### src/rtl/uart_rx_frame_ctrl.sv
// UART receive frame controller: assembles bits on BTU, extracts byte on DONE,
// checks parity/stop and holds RXRDY plus sticky error flags until host read.
module uart_rx_frame_ctrl #(
  parameter int FRAME_MAX = 11,
  parameter bit CHK_STOP  = 1'b1
) (
  input  logic       clk,
  input  logic       rst,
  input  logic       rx,
  input  logic       eight,
  input  logic       pen,
  input  logic       ohel,
  input  logic       btu,
  input  logic       done,
  input  logic       start,
  input  logic       rd_strb,
  output logic [7:0] rx_data,
  output logic       rxrdy,
  output logic       perr,
  output logic       ferr,
  output logic       ovf
);

  localparam int CW = $clog2(FRAME_MAX + 1);
  localparam logic [CW-1:0] FMAX = CW'(FRAME_MAX);

  typedef enum logic [1:0] {
    IDLE,
    ARM,
    RECV,
    LOAD
  } state_t;

  state_t                 state;
  logic [FRAME_MAX-1:0]   sr;
  logic [CW-1:0]          bcnt;

  logic [CW-1:0]          fx;
  logic [FRAME_MAX-1:0]   a;
  logic [7:0]             data;
  logic                   pbit;
  logic                   sbit;
  logic                   parity_bad;
  logic                   stop_bad;

  // Frame is right-justified so a[0] is always the start bit
  always_comb begin
    fx         = CW'(9) + CW'(eight) + CW'(pen);
    a          = sr >> (FMAX - fx);
    data       = eight ? a[8:1] : {1'b0, a[7:1]};
    pbit       = a[fx - CW'(2)];
    sbit       = a[fx - CW'(1)];
    parity_bad = pen & (^data ^ pbit ^ ohel);
    stop_bad   = (CHK_STOP & ~sbit) | (bcnt != fx);
  end

  always_ff @(posedge clk or posedge rst) begin
    if (rst) begin
      state   <= IDLE;
      sr      <= '0;
      bcnt    <= '0;
      rx_data <= '0;
      rxrdy   <= 1'b0;
      perr    <= 1'b0;
      ferr    <= 1'b0;
      ovf     <= 1'b0;
    end else begin
      if (state == LOAD) begin
        rx_data <= data;
        rxrdy   <= 1'b1;
        perr    <= parity_bad;
        ferr    <= stop_bad;
        if (rxrdy && !rd_strb)
          ovf <= 1'b1;
      end else if (rd_strb) begin
        rxrdy <= 1'b0;
        perr  <= 1'b0;
        ferr  <= 1'b0;
        ovf   <= 1'b0;
      end

      unique case (state)
        IDLE: begin
          if (start) begin
            sr    <= '0;
            bcnt  <= '0;
            state <= ARM;
          end
        end
        ARM: begin
          if (btu) begin
            sr    <= {rx, sr[FRAME_MAX-1:1]};
            bcnt  <= bcnt + CW'(1);
            state <= RECV;
          end else if (!start) begin
            state <= IDLE;
          end
        end
        RECV: begin
          // Extra bit-times beyond the register width are dropped
          if (btu && bcnt != FMAX) begin
            sr   <= {rx, sr[FRAME_MAX-1:1]};
            bcnt <= bcnt + CW'(1);
          end
          if (done)
            state <= LOAD;
        end
        LOAD: state <= IDLE;
        default: state <= IDLE;
      endcase
    end
  end

endmodule
### config.mk
export PLATFORM = sky130hd
export DESIGN_NAME = uart_rx_frame_ctrl
export DESIGN_NICKNAME = d
export VERILOG_FILES = /design/src/rtl/uart_rx_frame_ctrl.sv
export SDC_FILE = /design/constraint.sdc
export NUM_CORES = 1
export LEC_CHECK = 0
export BUFFER_PORTS_ARGS = -buffer_cell sky130_fd_sc_hd__buf_2
export CAP_MARGIN = 20
export CORE_MARGIN = 4
export CORE_UTILIZATION = 50
export DETAILED_ROUTE_END_ITERATION = 10
export PLACE_DENSITY = 0.73
export REMOVE_ABC_BUFFERS = 1
export SLEW_MARGIN = 20
export SYNTH_ARGS = -nofsm -noshare
export SYNTH_HDL_FRONTEND = slang
export SYNTH_SLANG_ARGS = --single-unit
export TNS_END_PERCENT = 20
### constraint.sdc
create_clock -name clk -period 2.2 [get_ports clk]
set_input_delay 0.33 -clock clk [delete_from_list [all_inputs] [get_ports clk]]
set_output_delay 0.33 -clock clk [all_outputs]
set_load 0.02 [all_outputs]
Yosys cells after proc, flatten, opt, wreduce, memory -nomap -nowiden
Cells that the tools add are included.
{ "totals": {"ff_bits": 29, "latch_bits": 0, "ramBits": 0, "rom_bits": 0, "inputBits": 10, "wordCells": 67, "memories": 0} }
{ "classes": {"add_sub_neg": 6, "multipliers": 0, "div_mod_pow": 0, "order_cmp": 2, "n_eq_ne": 11, "shifts": 1, "n_mux": 24, "bitwise": 5, "reduce_logical": 10} }
{ "ops": {"columns": ["cell", "count"], "rows": [
  ["11-bit two-way mux", 3],
  ["11-bit case mux with 3 select lines", 1],
  ["4-bit two-way mux", 3],
  ["4-bit case mux with 3 select lines", 1],
  ["11-bit by 4-bit right shift with 11-bit output", 1],
  ["4-bit by 5-bit < comparator with 1-bit output, second input constant", 2],
  ["1-bit binary-select mux with 4-bit select", 2],
  ["1-bit two-way mux", 8],
  ["2-bit two-way mux", 4],
  ["8-bit two-way mux", 1],
  ["2-bit inequality test, second input constant", 4],
  ["2-bit case mux with 4 select lines", 1],
  ["8-bit XOR reduction", 1],
  ["4-bit by 1-bit adder with 4-bit output", 1],
  ["4-bit by 1-bit adder with 4-bit output, first input constant", 1],
  ["4-bit by 1-bit adder with 4-bit output, second input constant", 1],
  ["2-bit == test, second input constant", 2],
  ["4-bit inequality test", 1],
  ["4-bit inequality test, second input constant", 1],
  ["4-bit AND reduction", 1],
  ["4-bit by 1-bit subtractor with 4-bit output, second input constant", 1],
  ["4-bit by 2-bit subtractor with 4-bit output, second input constant", 1],
  ["4-bit subtractor, first input constant", 1],
  ["3-bit inequality test, second input constant", 1],
  ["13 further kinds", 15]
]} }

Depth between registers and ports, before layout
Gate-level depths: netlist (run 1).
{ "logic_depth": {"word_depth": 10, "mapped_depth": 8, "mapped_depth_nobuf": 7} }

Worst setup path after synthesis (run 1)
Ideal clock, no wire load.
{ "synth_path": {"kind": "input to register", "from": "input pen", "to": "register perr", "arrival_ns": 2.472, "required_ns": 2.079, "setup_slack_ns": -0.394, "cell_stages": 7, "n_path_buf": 0, "path_cell_list": "inv_1 ha_1 mux4_1 xnor2_2 xnor3_1 xnor3_1 a32o_2"} }
{ "synth_via": {"elab_chain_cells": 9} }
{ "synth_lines": {"columns": ["element", "line", "text"], "rows": [
  ["start, declared", "11", "input logic pen,"],
  ["4-bit by 1-bit adder with 4-bit output", "48", "fx = CW'(9) + CW'(eight) + CW'(pen);"],
  ["4-bit subtractor", "49", "a = sr >> (FMAX - fx);"],
  ["11-bit by 4-bit right shift with 11-bit output", "49", null],
  ["1-bit binary-select mux with 4-bit select or 8-bit two-way mux (tied branches)", "51, 50", null],
  ["1-bit two-way mux (implied by the code) or 8-bit XOR reduction (tied branches)", "51, 53", null],
  ["1-bit XOR (2 in a row)", "53", "parity_bad = pen & (^data ^ pbit ^ ohel);"],
  ["1-bit AND (*)", "53", null],
  ["1-bit two-way mux (*)", "68", "if (state == LOAD) begin"],
  ["end signal, assigned", "71", "perr <= parity_bad;"],
  ["end, declared", "19", "output logic perr,"]
]} }
Mark *: on every way between the ends. The rest lies on a longest branch, timed or not. The select of a mux whose other input is x is not followed.
A chain may end at the register's enable or synchronous reset.

Worst setup path after layout (run 1)
{ "layout_path": {"from": "input eight", "to": "register perr"} }
{ "layout_via": {"elab_chain_cells": 10} }
{ "layout_lines": {"columns": ["element", "line", "text"], "rows": [
  ["start, declared", "10", "input logic eight,"],
  ["4-bit by 1-bit adder with 4-bit output (2 in a row)", "48", null],
  ["4-bit subtractor", "49", null],
  ["11-bit by 4-bit right shift with 11-bit output", "49", null],
  ["1-bit binary-select mux with 4-bit select or 8-bit two-way mux (tied branches)", "51, 50", null],
  ["1-bit two-way mux (implied by the code) or 8-bit XOR reduction (tied branches)", "51, 53", null],
  ["1-bit XOR (*) (2 in a row)", "53", null],
  ["1-bit AND (*)", "53", null],
  ["1-bit two-way mux (*)", "68", null]
]} }
Marked as above.

==> flow_metrics.py, run 1 <==
metrics = {
    "clock_tree": {
        "cts.htree.levels": 1,
        "worstSkewPairLatency_ns": 0.33,
        "root_buffer": "clkbuf_4",
        "cts_buffers": 3,
        "cts_tree": "done",
        "clk_path_buf_depth": 2,
        "cts_sinks": 28,
        "clk_pin_slew_ns": 0.14,
        "postCtsHoldBufs": 0,
    },
    "hold_path": {
        "min_path_type": "in2async",
    },
    "timing": {
        "worst_pin_slew_ns": 0.405,
        "maxSlewHeadroom_pct": 73.0,
        "slew_violations": 0,
        "setup_viol": 0,
        "hold_viol_final": 0,
        "fin_setup_tns_ns": 0,
        "setup_ws_ns": 0.0350,
        "fin_skew_ns": 0.00548,
        "holdWs_ns": 0.0328,
        "fmax_mhz": 462,
        "grt_setup_unrepaired": "no",
        "post-route-period-util_pct": 98.4,
        "fin_crit_ns": 2.17,
    },
    "synthesis": {
        "synthAdderAreaFrac_pct": 6.02,
        "seq_area_frac_synth_pct": 42.1,
        "synth_top_family_by_area": "multiplexers",
        "synthSimpleGateAreaFrac_pct": 12.2,
        "syn_area_mm2": 0.00166,
        "synth_xor_area_share_pct": 7.29,
        "synth_top_area_share_pct": 42.1,
        "ys_seq_elements": 28,
        "synth.distinct_cells": 32,
        "synth-edff-count": 0,
        "synth-async-reset-ratio_pct": 100,
        "avgSynthCellArea_um2": 10.5,
        "synth-compound-area-share_pct": 11.1,
        "yosysTopAreaCell": "dfrtp_1",
        "ys_warn_count": 0,
        "synth_cells": 158,
        "yosys-top-cells-area": "dfrtp_1 42%, nand2_1 7.0%, mux4_1 6.3%",
        "synthFlopType": "dfrtp_1",
        "synth_commonest_cells": "31 x nand2_1, 28 x dfrtp_1, 14 x o21ai_1",
        "muxShareOfSynthArea_pct": 16.7,
        "synth_most_common_cell": "nand2_1",
    },
    "global_route": {
        "grt_pass1_vias": 1243,
        "grt_max_degree": 29,
        "grt-ovfl-total": 0,
        "antenna_found_initial": 0,
        "grt_usage_pct": 17.7,
        "grt_pass1_wl_um": 5950,
    },
    "detailed_routing": {
        "route.detailed.drc": 0,
        "wl_per_cell_um": 13.6,
        "vias": 1231,
        "drt-initial-drc-count": 56,
        "postRouteAntennaNets": 0,
        "via_per_inst": 5.13,
        "wl_um": 3250,
        "drt-pass1-iter-count": 4,
    },
    "power_and_ir_drop": {
        "p_switching_mw": 0.816,
        "power_switching_share_pct": 40.4,
        "seqPwrFrac_pct": 38.1,
        "p_leak_nw": 1.00,
        "clkPwrFrac_pct": 10.4,
        "ir_worst_vdd_v": 0.000311,
        "combPwrFrac_pct": 51.5,
        "intPower_mw": 1.20,
        "power_density_mw_per_mm2": 1010,
    },
    "final_layout": {
        "final-instance-count-excl-fill": 240,
        "final_nets": 216,
        "drive_gt1_share_pct": 33.7,
        "syn2layout_area_growth_pct": 20.6,
        "antenna_cells": 0,
    },
    "floorplan": {
        "initial_utilization_pct": 53.2,
        "die_width_um": 65.7,
        "core_area_mm2": 0.00313,
        "die_h_um": 65.7,
        "ios": 22,
        "rows": 20,
        "dieArea_mm2": 0.00432,
    },
    "setup_path": {
        "cp_common_cell": "xnor3_1",
        "crit_path_max_fanout": 3,
        "crit_type": "in2reg",
        "end_kind": "flop",
        "crit_buf_inv": 3,
        "start_kind": "input pin",
        "path_cells": "buf_6, inv_2, ha_4, buf_4, mux4_2, xnor2_2, xnor3_1, xnor3_1, a32o_2",
        "required_ns": 2.44,
        "slowest_delay_ns": 0.54,
        "critical_path_arrival_ns": 2.40,
        "slowest_stage": "mux4_2",
        "path_delay_family": "XOR/XNOR gates",
    },
    "placed_design": {
        "dpl.cell_count": 231,
        "pre_cts_slack_ns": -0.647,
        "placement.io_buffers": 21,
        "hpwl_um": 2460,
        "gp_congestion": 0.736,
    },
    "run_status": {
        "status": "complete, no violations",
    },
    "job": {
        "cap_viol_max_count": 0,
    },
}
## state kept, by name, summed over array words and instances (netlist names), named ones only
| name | count |
|---|---|
| sr | 10 |
| rxrdy | 1 |
| perr | 1 |
| bcnt | 4 |
| ferr | 1 |
| rx_data | 8 |
| state | 1 |
| ovf | 1 |
## layer usage
layer / share of wire (%) / track usage, % / wire (um)
met2: 47 / 29.4 / 1530
met4: 1.6 / 5.44 / 53
met3: 3.9 / 2.91 / 126
met1: 47 / 23.4 / 1540
met5: 0 / 0 / 0
## worst min-delay path: stages
cell and delay (ns):
buf_2 0.09, inv_1 0.04, buf_4 0.33
## path summary, 6_finish.rpt
| path | start | end | slack, ns | cells after the start |
|---|---|---|---|---|
| min in group clk | rx | sr[10]$_DFFE_PP0P_ | 0.22 | 3 |
| worst max register to register | sr[5]$_DFFE_PP0P_ | perr$_DFFE_PP0P_ | 0.05 | 6 |
| worst max-delay path | eight | perr$_DFFE_PP0P_ | 0.03 | 9 |
| worst min-delay path | rst | ferr$_DFFE_PP0P_ | 0.03 | 3 |
| worst min register to register | rx_data[2]$_DFFE_PP0P_ | rx_data[2]$_DFFE_PP0P_ | 0.52 | 1 |
| max in group asynchronous | rst | rx_data[1]$_DFFE_PP0P_ | 1.90 | 3 |
## cell usage in the layout, fill, tap and decap left out, types with 5 or more instances in the layout
cell / synthesis / final
nand2_1: 31 / 31
mux2_2: 8 / 8
o21ai_1: 14 / 14
mux2i_1: 6 / 6
ha_1: 8 / 7
inv_1: 9 / 8
buf_2: 1 / 19
buf_4: 0 / 20
a21oi_1: 5 / 5
o21ai_0: 5 / 5
mux4_2: 1 / 5
dfrtp_1: 28 / 28
## metrics by stage
step | utilization, % | cell area, um2 | power (mW)
after floorplan | - | 1630 | 1.48
after detailed placement | 60.9 | 1910 | 1.79
after global routing | 64.2 | 2010 | 2.19
after global placement | 60.9 | 1910 | 1.75
after CTS | 62.9 | 1970 | 2.04
final | 64.2 | 2010 | 2.02
## power by group through the flow
stage | clock, mW | combinational, mW | sequential, mW
2_1_floorplan | 0 | 0.646 | 0.838
3_3_place_gp | 0 | 0.978 | 0.770
3_5_place_dp | 0 | 1.01 | 0.780
4_1_cts | 0.220 | 1.05 | 0.768
5_1_grt | 0.244 | 1.15 | 0.794
6_report | 0.210 | 1.04 | 0.770
## cell type report
class,instances,area [um2]
Fill cell,251,1120
Tap cell,44,55.1
Multi-Input combinational cell,112,892
Sequential cell,28,701
Timing Repair Buffer,43,299
Inverter,10,37.5
Clock buffer,3,22.5
## cell families (layout without fill, tap and decap cells)
family                     count (synthesis)  in the layout
muxes                                     19             19
adders and majority gates                  8              8
xor gates and xnor gates                   9              9
and+or+nand+nor                           45             45
DFF                                       28             28
buffers and inverters                     18             56
AOI/OAI and AO/OA                         31             31
## repair_timing
item                       in CTS  in global routing
buffers inserted                3                  3
pin swaps                       4                  4
resized for setup               7                  4
setup endpoints to repair       1                  1
Power figures use the tool's default switching activity.
==> run 2, diff against run 1 <==
--- a/config.mk
+++ b/config.mk
@@ -7,7 +7,7 @@
 export LEC_CHECK = 0
 export BUFFER_PORTS_ARGS = -buffer_cell sky130_fd_sc_hd__buf_2
 export CAP_MARGIN = 20
-export CORE_MARGIN = 4
+export CORE_MARGIN = 1
 export CORE_UTILIZATION = 50
 export DETAILED_ROUTE_END_ITERATION = 10
 export PLACE_DENSITY = 0.73
==> constraint.sdc (replaced) <==
create_clock -name clk -period 2.2 [get_ports clk]
set_input_delay 0.33 -clock clk [delete_from_list [all_inputs] [get_ports clk]]
set_output_delay 0.33 -clock clk [all_outputs]
set_load 0.01 [all_outputs]
==> run 2 against run 1 <==
Critical path depth stayed put. Maximum frequency rose by 0.87%. Die area fell by 17%. Largest cell class unchanged.
==> flow_metrics.py, run 2 (same netlist as run 1, synthesis figures left out) <==
metrics = {
    "global_route": {
        "grt-ovfl-total": 0,
        "grt_max_degree": 29,
        "grt_pass1_vias": 1208,
        "grt_usage_pct": 21.3,
        "grt_pass1_wl_um": 5540,
        "antenna_found_initial": 0,
    },
    "timing": {
        "setup_viol": 0,
        "post-route-period-util_pct": 97.6,
        "slew_violations": 0,
        "fin_skew_ns": 0.00144,
        "fin_crit_ns": 2.15,
        "worst_pin_slew_ns": 0.432,
        "fin_setup_tns_ns": 0,
        "maxSlewHeadroom_pct": 71.2,
        "hold_viol_final": 0,
        "fmax_mhz": 466,
    },
    "final_layout": {
        "regMostFlops": "sr",
        "final_cell_mix": "31 x nand2_1, 28 x dfrtp_1, 19 x buf_2, 19 x buf_4, 14 x o21ai_1",
        "antenna_cells": 0,
        "seq_area_um2": 701,
        "syn2layout_area_growth_pct": 20.5,
        "multi_input_area_um2": 892,
        "drive_gt1_share_pct": 33.7,
        "n_fill_cell": 255,
        "final_nets": 215,
        "top_regs": "sr x10, rx_data x8, bcnt x4",
        "layout_commonest_cell": "nand2_1",
        "final-instance-count-excl-fill": 240,
        "largest_register_ffs": 10,
    },
    "detailed_routing": {
        "drt-pass1-iter-count": 4,
        "drt-initial-drc-count": 60,
        "wl_um": 3420,
        "route.detailed.drc": 0,
        "wl_per_cell_um": 14.3,
        "via_per_inst": 5.31,
        "postRouteAntennaNets": 0,
        "vias": 1274,
    },
    "floorplan": {
        "ios": 22,
        "initial_utilization_pct": 53.6,
        "die_h_um": 59.7,
        "die_width_um": 59.7,
        "core_area_mm2": 0.00310,
        "rows": 20,
        "dieArea_mm2": 0.00356,
    },
    "power_and_ir_drop": {
        "power_density_mw_per_mm2": 1020,
        "ir_worst_vdd_v": 0.000417,
        "p_leak_nw": 1.00,
    },
    "hold_path": {
        "min_path_type": "in2async",
    },
    "clock_tree": {
        "cts.htree.levels": 1,
        "clk_path_buf_depth": 2,
        "postCtsHoldBufs": 0,
        "root_buffer": "clkbuf_4",
        "cts_tree": "done",
        "clk_pin_slew_ns": 0.15,
        "worstSkewPairLatency_ns": 0.33,
        "cts_buffers": 3,
        "cts_sinks": 28,
    },
    "setup_path": {
        "required_ns": 2.44,
        "crit_type": "in2reg",
        "crit_path_max_fanout": 3,
        "critical_path_arrival_ns": 2.38,
        "start_kind": "input pin",
        "end_kind": "flop",
    },
    "placed_design": {
        "dpl.cell_count": 231,
        "placement.io_buffers": 21,
        "gp_congestion": 0.798,
        "hpwl_um": 2370,
    },
    "job": {
        "cap_viol_max_count": 0,
    },
    "run_status": {
        "status": "complete, no violations",
    },
}
[run 2: cell types whose count changed in the layout (fill, tap and decap cells not counted), sizes merged]
cell / change
buf: -1
clkbuf: +1
[run 2: power breakdown]
part | switching (mW) | internal, mW
Clock | 0.153 | 0.101
Combinational | 0.528 | 0.485
Sequential | 0.126 | 0.651
Total | 0.806 | 1.24
[run 2: worst paths after layout]
check / cells past startpoint / start / slack, ns / end
max: 9 / eight / 0.05 / perr$_DFFE_PP0P_
min: 3 / rst / 0.04 / async pin
max reg2reg: 5 / sr[4]$_DFFE_PP0P_ / 0.09 / perr$_DFFE_PP0P_
min reg2reg: 1 / rx_data[2]$_DFFE_PP0P_ / 0.52 / rx_data[2]$_DFFE_PP0P_
max in group asynchronous: 3 / rst / 1.90 / rx_data[1]$_DFFE_PP0P_
min in group clk: 3 / rx / 0.21 / sr[10]$_DFFE_PP0P_
[run 2: layout make-up]
cell class / instances / area share [%]
clock buffer: 4 / 1.81
inverter: 10 / 1.87
multi-input combinational: 112 / 44.5
sequential: 28 / 35.0
tap: 44 / 2.75
timing repair buffer: 42 / 14.1
[run 2: per-layer routing]
layer	routed length, um	part of all wire, %	global-route usage [%]	vias to the layer above
li1	-	-	-	613
met1	1600	47	28.1	619
met2	1660	48	34.9	34
met3	89	2.6	2.81	8
met4	76	2.2	9.30	0
met5	0	0	0	-
[run 2: per-stage QoR]
| step | hold slack [ns] | setup slack (ns) | cell area (um2) | power [mW] | utilization, % |
|---|---|---|---|---|---|
| 2_1_floorplan | 0.395 | -0.630 | 1630 | 1.44 | - |
| 3_3_place_gp | 0.406 | -0.633 | 1910 | 1.70 | 61.4 |
| 3_5_place_dp | 0.418 | -0.698 | 1910 | 1.76 | 61.4 |
| 4_1_cts | 0.0387 | 0.0485 | 1990 | 2.06 | 64.2 |
| 5_1_grt | 0.0675 | -0.000788 | 2000 | 2.19 | 64.6 |
| 6_report | 0.0363 | 0.0537 | 2000 | 2.04 | 64.6 |
[run 2: worst max-delay path, stage by stage]
cell,delay (ns)
buf_6,0.07
inv_2,0.04
ha_4,0.27
buf_4,0.11
mux4_2,0.53
xnor2_2,0.16
xnor3_1,0.40
xnor3_1,0.19
a32o_2,0.28
[run 2: what timing repair did]
item,in CTS,in global routing
pin swaps,5,5
gates resized for setup,9,3
endpoints found under the setup margin,1,1
setup buffers,5,2
